[src/rtl/mem_access_stage.sv]
// MEM stage of the 5-stage MIPS pipeline: drives loads/stores over a req/ack data-memory port,
// stalls the front end while an access is outstanding and feeds MEM/WB with a result or a bubble.
module mem_access_stage #(
  parameter int unsigned TIMEOUT = 16
) (
  input  logic        clk,
  input  logic        rst,
  input  logic        ex_valid,
  input  logic        ex_mem_rd,
  input  logic        ex_mem_wr,
  input  logic [1:0]  ex_sig,
  input  logic [31:0] ex_alu,
  input  logic [31:0] ex_wdata,
  input  logic [4:0]  ex_rd,
  output logic        stall,
  output logic        dmem_req,
  output logic        dmem_we,
  output logic [31:0] dmem_addr,
  output logic [31:0] dmem_wdata,
  input  logic        dmem_ack,
  input  logic [31:0] dmem_rdata,
  output logic [1:0]  mw_sig,
  output logic [31:0] mw_rdata,
  output logic [31:0] mw_alu,
  output logic [4:0]  mw_rd,
  output logic        addr_err,
  output logic        bus_err
);

  localparam int unsigned CntW = (TIMEOUT > 2) ? $clog2(TIMEOUT) : 1;
  localparam logic [CntW-1:0] CntLast = CntW'(TIMEOUT - 1);

  typedef enum logic [0:0] {StIdle, StReq} state_e;

  state_e          state_q, state_d;
  logic [CntW-1:0] cnt_q, cnt_d;
  logic            we_q, we_d;
  logic [31:0]     addr_q, addr_d;
  logic [31:0]     wdata_q, wdata_d;
  logic [1:0]      sig_q, sig_d;
  logic [31:0]     alu_q, alu_d;
  logic [4:0]      rd_q, rd_d;
  logic            addr_err_q, addr_err_d;
  logic            bus_err_q, bus_err_d;

  logic mem_op;
  logic misaligned;
  logic timeout_hit;

  assign mem_op      = ex_valid & (ex_mem_rd | ex_mem_wr);
  assign misaligned  = (ex_alu[1:0] != 2'b00);
  assign timeout_hit = (cnt_q == CntLast);

  always_comb begin
    state_d    = state_q;
    cnt_d      = cnt_q;
    we_d       = we_q;
    addr_d     = addr_q;
    wdata_d    = wdata_q;
    sig_d      = sig_q;
    alu_d      = alu_q;
    rd_d       = rd_q;
    addr_err_d = 1'b0;
    bus_err_d  = 1'b0;

    stall      = 1'b0;
    dmem_req   = 1'b0;
    dmem_we    = 1'b0;
    dmem_addr  = 32'h0;
    dmem_wdata = 32'h0;
    mw_sig     = 2'b00;
    mw_rdata   = 32'h0;
    mw_alu     = 32'h0;
    mw_rd      = 5'd0;

    unique case (state_q)
      StIdle: begin
        if (!mem_op) begin
          mw_sig = ex_valid ? ex_sig : 2'b00;
          mw_alu = ex_alu;
          mw_rd  = ex_rd;
        end else if (misaligned) begin
          addr_err_d = 1'b1;
        end else begin
          stall   = 1'b1;
          we_d    = ex_mem_wr;
          addr_d  = ex_alu;
          wdata_d = ex_wdata;
          // A combined load+store is treated as a store, so nothing may be written back.
          sig_d   = (ex_mem_rd && ex_mem_wr) ? {1'b0, ex_sig[0]} : ex_sig;
          alu_d   = ex_alu;
          rd_d    = ex_rd;
          cnt_d   = '0;
          state_d = StReq;
        end
      end

      StReq: begin
        dmem_req   = 1'b1;
        dmem_we    = we_q;
        dmem_addr  = addr_q;
        dmem_wdata = wdata_q;
        // An ack on the last allowed cycle still completes the access.
        if (dmem_ack) begin
          mw_sig   = sig_q;
          mw_alu   = alu_q;
          mw_rd    = rd_q;
          mw_rdata = we_q ? 32'h0 : dmem_rdata;
          state_d  = StIdle;
        end else if (timeout_hit) begin
          bus_err_d = 1'b1;
          state_d   = StIdle;
        end else begin
          stall = 1'b1;
          cnt_d = cnt_q + 1'b1;
        end
      end

      default: state_d = StIdle;
    endcase

    // Outputs are forced quiet for as long as reset is held.
    if (rst) begin
      stall      = 1'b0;
      dmem_req   = 1'b0;
      dmem_we    = 1'b0;
      dmem_addr  = 32'h0;
      dmem_wdata = 32'h0;
      mw_sig     = 2'b00;
      mw_rdata   = 32'h0;
      mw_alu     = 32'h0;
      mw_rd      = 5'd0;
    end
  end

  always_ff @(posedge clk or posedge rst) begin
    if (rst) begin
      state_q    <= StIdle;
      cnt_q      <= '0;
      we_q       <= 1'b0;
      addr_q     <= 32'h0;
      wdata_q    <= 32'h0;
      sig_q      <= 2'b00;
      alu_q      <= 32'h0;
      rd_q       <= 5'd0;
      addr_err_q <= 1'b0;
      bus_err_q  <= 1'b0;
    end else begin
      state_q    <= state_d;
      cnt_q      <= cnt_d;
      we_q       <= we_d;
      addr_q     <= addr_d;
      wdata_q    <= wdata_d;
      sig_q      <= sig_d;
      alu_q      <= alu_d;
      rd_q       <= rd_d;
      addr_err_q <= addr_err_d;
      bus_err_q  <= bus_err_d;
    end
  end

  assign addr_err = addr_err_q;
  assign bus_err  = bus_err_q;

  a_req_aligned : assert property (@(posedge clk) disable iff (rst)
    dmem_req |-> (dmem_addr[1:0] == 2'b00));

  a_stall_bubble : assert property (@(posedge clk) disable iff (rst)
    stall |-> (mw_sig == 2'b00));

endmodule

[config.mk]
export PLATFORM = sky130hd
export DESIGN_NAME = mem_access_stage
export DESIGN_NICKNAME = d
export VERILOG_FILES = /design/src/rtl/mem_access_stage.sv
export SDC_FILE = /design/constraint.sdc
export NUM_CORES = 1
export LEC_CHECK = 0
export BUFFER_PORTS_ARGS = -buffer_cell sky130_fd_sc_hd__buf_2
export CORE_MARGIN = 1.5
export CORE_UTILIZATION = 39
export DETAILED_ROUTE_END_ITERATION = 10
export GPL_TIMING_DRIVEN = 0
export PLACE_DENSITY_LB_ADDON = 0.05
export SYNTH_ARGS = -nofsm -noshare
export SYNTH_HDL_FRONTEND = slang
export SYNTH_SLANG_ARGS = --single-unit
[constraint.sdc]
create_clock -name clk -period 3.9 [get_ports clk]
set_input_delay 0.195 -clock clk [delete_from_list [all_inputs] [get_ports clk]]
set_output_delay 0.195 -clock clk [all_outputs]
set_load 0.005 [all_outputs]
==> results by group <==
Status
  • Status: finished clean

Floorplanning
  • Num rows: 39
  • Die height: 111 um
  • Total die area: 0.0124 mm^2
  • Die Width: 111 um
  • Core Box Area: 0.0114 mm^2
  • Initial Util: 0.400
  • # IOs: 249

Setup path
  • CP startpoint: rst
  • Worst Reg-to-Reg Cells: 4
  • CP max stage delay: 550 ps
  • Most used cell, CP: buf_2
  • Worst Setup End Kind: output port
  • Capturing point of the worst reg2reg path: cnt_q[3]
  • Worst Path Required: 3700 ps
  • Worst reg-to-reg setup slack: 2380 ps
  • Worst path cell trace: dlygate4sd3_1 > buf_2 > inv_4 > buf_16 > o211ai_2 > buf_2 > nor2_1 > buf_2
  • Startpoint types: input pin
  • CP endpoint: mw_alu[30]
  • CP max-delay cell: dlygate4sd3_1
  • Arrival @ worst endpoint: 2470 ps
  • CP Max Fanout: 52
  • RR Startpoint: cnt_q[0]
  • Critical path type: in -> out

Logic synthesis
  • #FFs+latches synth: 79
  • Synth Cell Area: 0.00456 mm^2
  • Mean Syn Cell Area: 11.8 um^2
  • Gate Count Post-Synth: 386
  • Area leader, netlist: dfrtp_1
  • Synth warn: 0
  • Netlist cell types: 35
  • Dominant cells by area after synthesis: dfrtp_1 43%, mux2_4 22%, and2_1 14%
  • Top cell type's share of synthesized area: 0.433
  • EDFF count, synth: 0
  • Register area share after synthesis: 0.433
  • Syn_nets: 496
  • Post-synth ARST share: 1.00
  • Ys flop type: dfrtp_1

Power and ir drop
  • Internal power: 1.92 mW
  • Leak pwr: 3.62 nW
  • P_sw: 0.667 mW
  • Worst vdd ir: 209 uV
  • Pwr Total: 2.59 mW
  • Clock network power share: 0.324
  • Switching share of power: 0.258
  • Power per cell area: 409 mW/mm^2
  • Comb pwr share: 0.235
  • Share of power burned in registers: 0.441

Clock network
  • Post-CTS sizing: 0
  • H-tree Lvls: 3
  • Clock transition at path regs: 60 ps
  • CTS Buffer Depth: 2
  • Root Buffer: clkbuf_16
  • Latest clock arrival within the worst-skew pair: 320 ps
  • TritonCTS clock tree: done
  • Inserted Clock Buffers: 9
  • Setup Fix Bufs, Post-CTS: 0
  • Clock Sink Count: 79

Global routing
  • Antenna violations before repair: 1
  • First-pass GRT wire length: 20600 um
  • Vias in the first global route: 3896
  • Total grt overflow: 0
  • Tot GR Track Use: 0.213
  • Largest net degree at the start of global routing: 53

Layout
  • Non-Filler Instances: 796
  • Finished Cell Area: 0.00632 mm^2
  • Area Overhead vs Synth: 38.6%
  • Share of cells above drive strength 1: 0.541
  • Nets: 757
  • Fillcell total: 1066
  • Util after Layout: 0.554

STA
  • Final setup TNS: 0 ps
  • Clock skew: 4.82 ps
  • Setup-failing EPs final: 0
  • Worst-Margin Slew: 570 ps
  • Worst slew margin: 0.620
  • Final count of pins violating max slew: 0
  • Final Hold Vio Count: 0
  • Min Tclk post-route: 2660 ps
  • Peak Freq: 376 MHz
  • Tcrit/Tclk final: 0.682
  • RSZ-0062 raised after global routing: false

Detailed routing
  • Drt total wl: 12800 um
  • Routed WL per cell: 16.1 um
  • # DRC: 0
  • DR iter-0 viols: 176
  • Antenna Nets Post-Route: 0
  • DRT Pass-1 Iters: 4
  • Via count: 3771
  • Vias per Instance: 4.74

Run
  • Max cap viols: 0

Placement
  • Placed inst area: 0.00601 mm^2
  • Dpl hpwl: 9870 um
  • Placer Congestion: 0.863
  • # port buffers: 248
  • Placed Cells: 778

Min path
  • HP Class: in -> reg
## what timing repair did
item,in CTS,in global routing
endpoints found under the hold margin,28,0
setup endpoints to repair,0,0
hold buffers,1,0
## registers in the layout, summed over array words and instances, names as in the netlist
signal,cells
state_q,1
rd_q,5
bus_err,1
sig_q,2
cnt_q,4
wdata_q,32
we_q,1
addr_err,1
alu_q,32
## metrics by stage
stage	hold WS, ps	setup WS, ps
finish	95.4	1240
CTS	81.4	1160
floorplan	344	932
detailed placement	256	1740
global placement	428	-818
global route	79.5	1040
## worst max-delay path, delay by kind of cell
family | cells | cell delay (ps)
and+or+nand+nor | 1 | 190
AOI/OAI and AO/OA | 1 | 280
buffers and inverters | 6 | 1740
## layout make-up
class,instances,area [um^2],area share
multi-input combinational,280,2420,0.383
sequential,79,1980,0.313
timing repair buffer,250,1280,0.202
clock buffer,10,239,0.0378
tap,143,179,0.0283
buffer,25,156,0.0247
clock inverter,6,60.1,0.00950
inverter,2,10.0,0.00158
antenna,1,2.50,0.000396
## layout by cell type (no fill, tap or decap), drive strengths merged, types with 2 or more instances in the layout
master and n:
nor3 2, nand2b 3, nand3 4, nor2 42
a21o 2, and2 99, clkbuf 19, a22oi 2
nand2 2, nor2b 2, clkinvlp 2, buf 265
inv 2, mux2 70, clkinv 3, mux2i 36
dfrtp 79
## power by group through the flow
stage | clock, mW | combinational [mW] | sequential [mW]
after floorplan | 0 | 0.436 | 1.11
after global placement | 0 | 0.600 | 1.14
after detailed placement | 0 | 0.614 | 1.15
after CTS | 0.861 | 0.620 | 1.14
after global routing | 0.905 | 0.668 | 1.17
final | 0.838 | 0.609 | 1.14
## synthesized netlist by cell type (3+ instances only)
cell and count:
and2_1 99, dfrtp_1 79, mux2_4 68, nor2_1 42, mux2i_1 36, clkbuf_1 9, buf_2 8, buf_6 7
nand2b_1 3, nand3_1 3
## cell families (layout without fill, tap and decap cells)
logic type	after synthesis	in the layout	synth area share
and+or+nand+nor	161	161	0.200
muxes	106	106	0.308
DFF	79	79	0.433
AOI/OAI and AO/OA	12	12	0.0206
buffers and inverters	27	293	0.0359
other	0	1	0
adders and majority gates	1	1	0.00274
## metal layers
metal	vias to the layer above	GRT usage	share of wire	routed length (um)
met5	-	0	0	0
met4	0	0.101	0.035	448
met3	26	0.0525	0.069	882
met2	159	0.353	0.48	6180
met1	1771	0.260	0.42	5330
li1	1815	-	-	-
## how the worst min path moves through the flow
| stage | startpoint | endpoint | slack (ps) | cells past startpoint |
|---|---|---|---|---|
| after floorplan | ex_alu[10] | alu_q[10] | 340 | 1 |
| after global placement | ex_wdata[23] | wdata_q[23] | 430 | 2 |
| after detailed placement | rst | we_q | 260 | 2 |
| after CTS | ex_wdata[25] | wdata_q[25] | 80 | 2 |
| after global routing | ex_wdata[22] | wdata_q[22] | 80 | 2 |
| final | ex_wdata[27] | wdata_q[27] | 100 | 2 |
(Power assumes the default switching activity.)
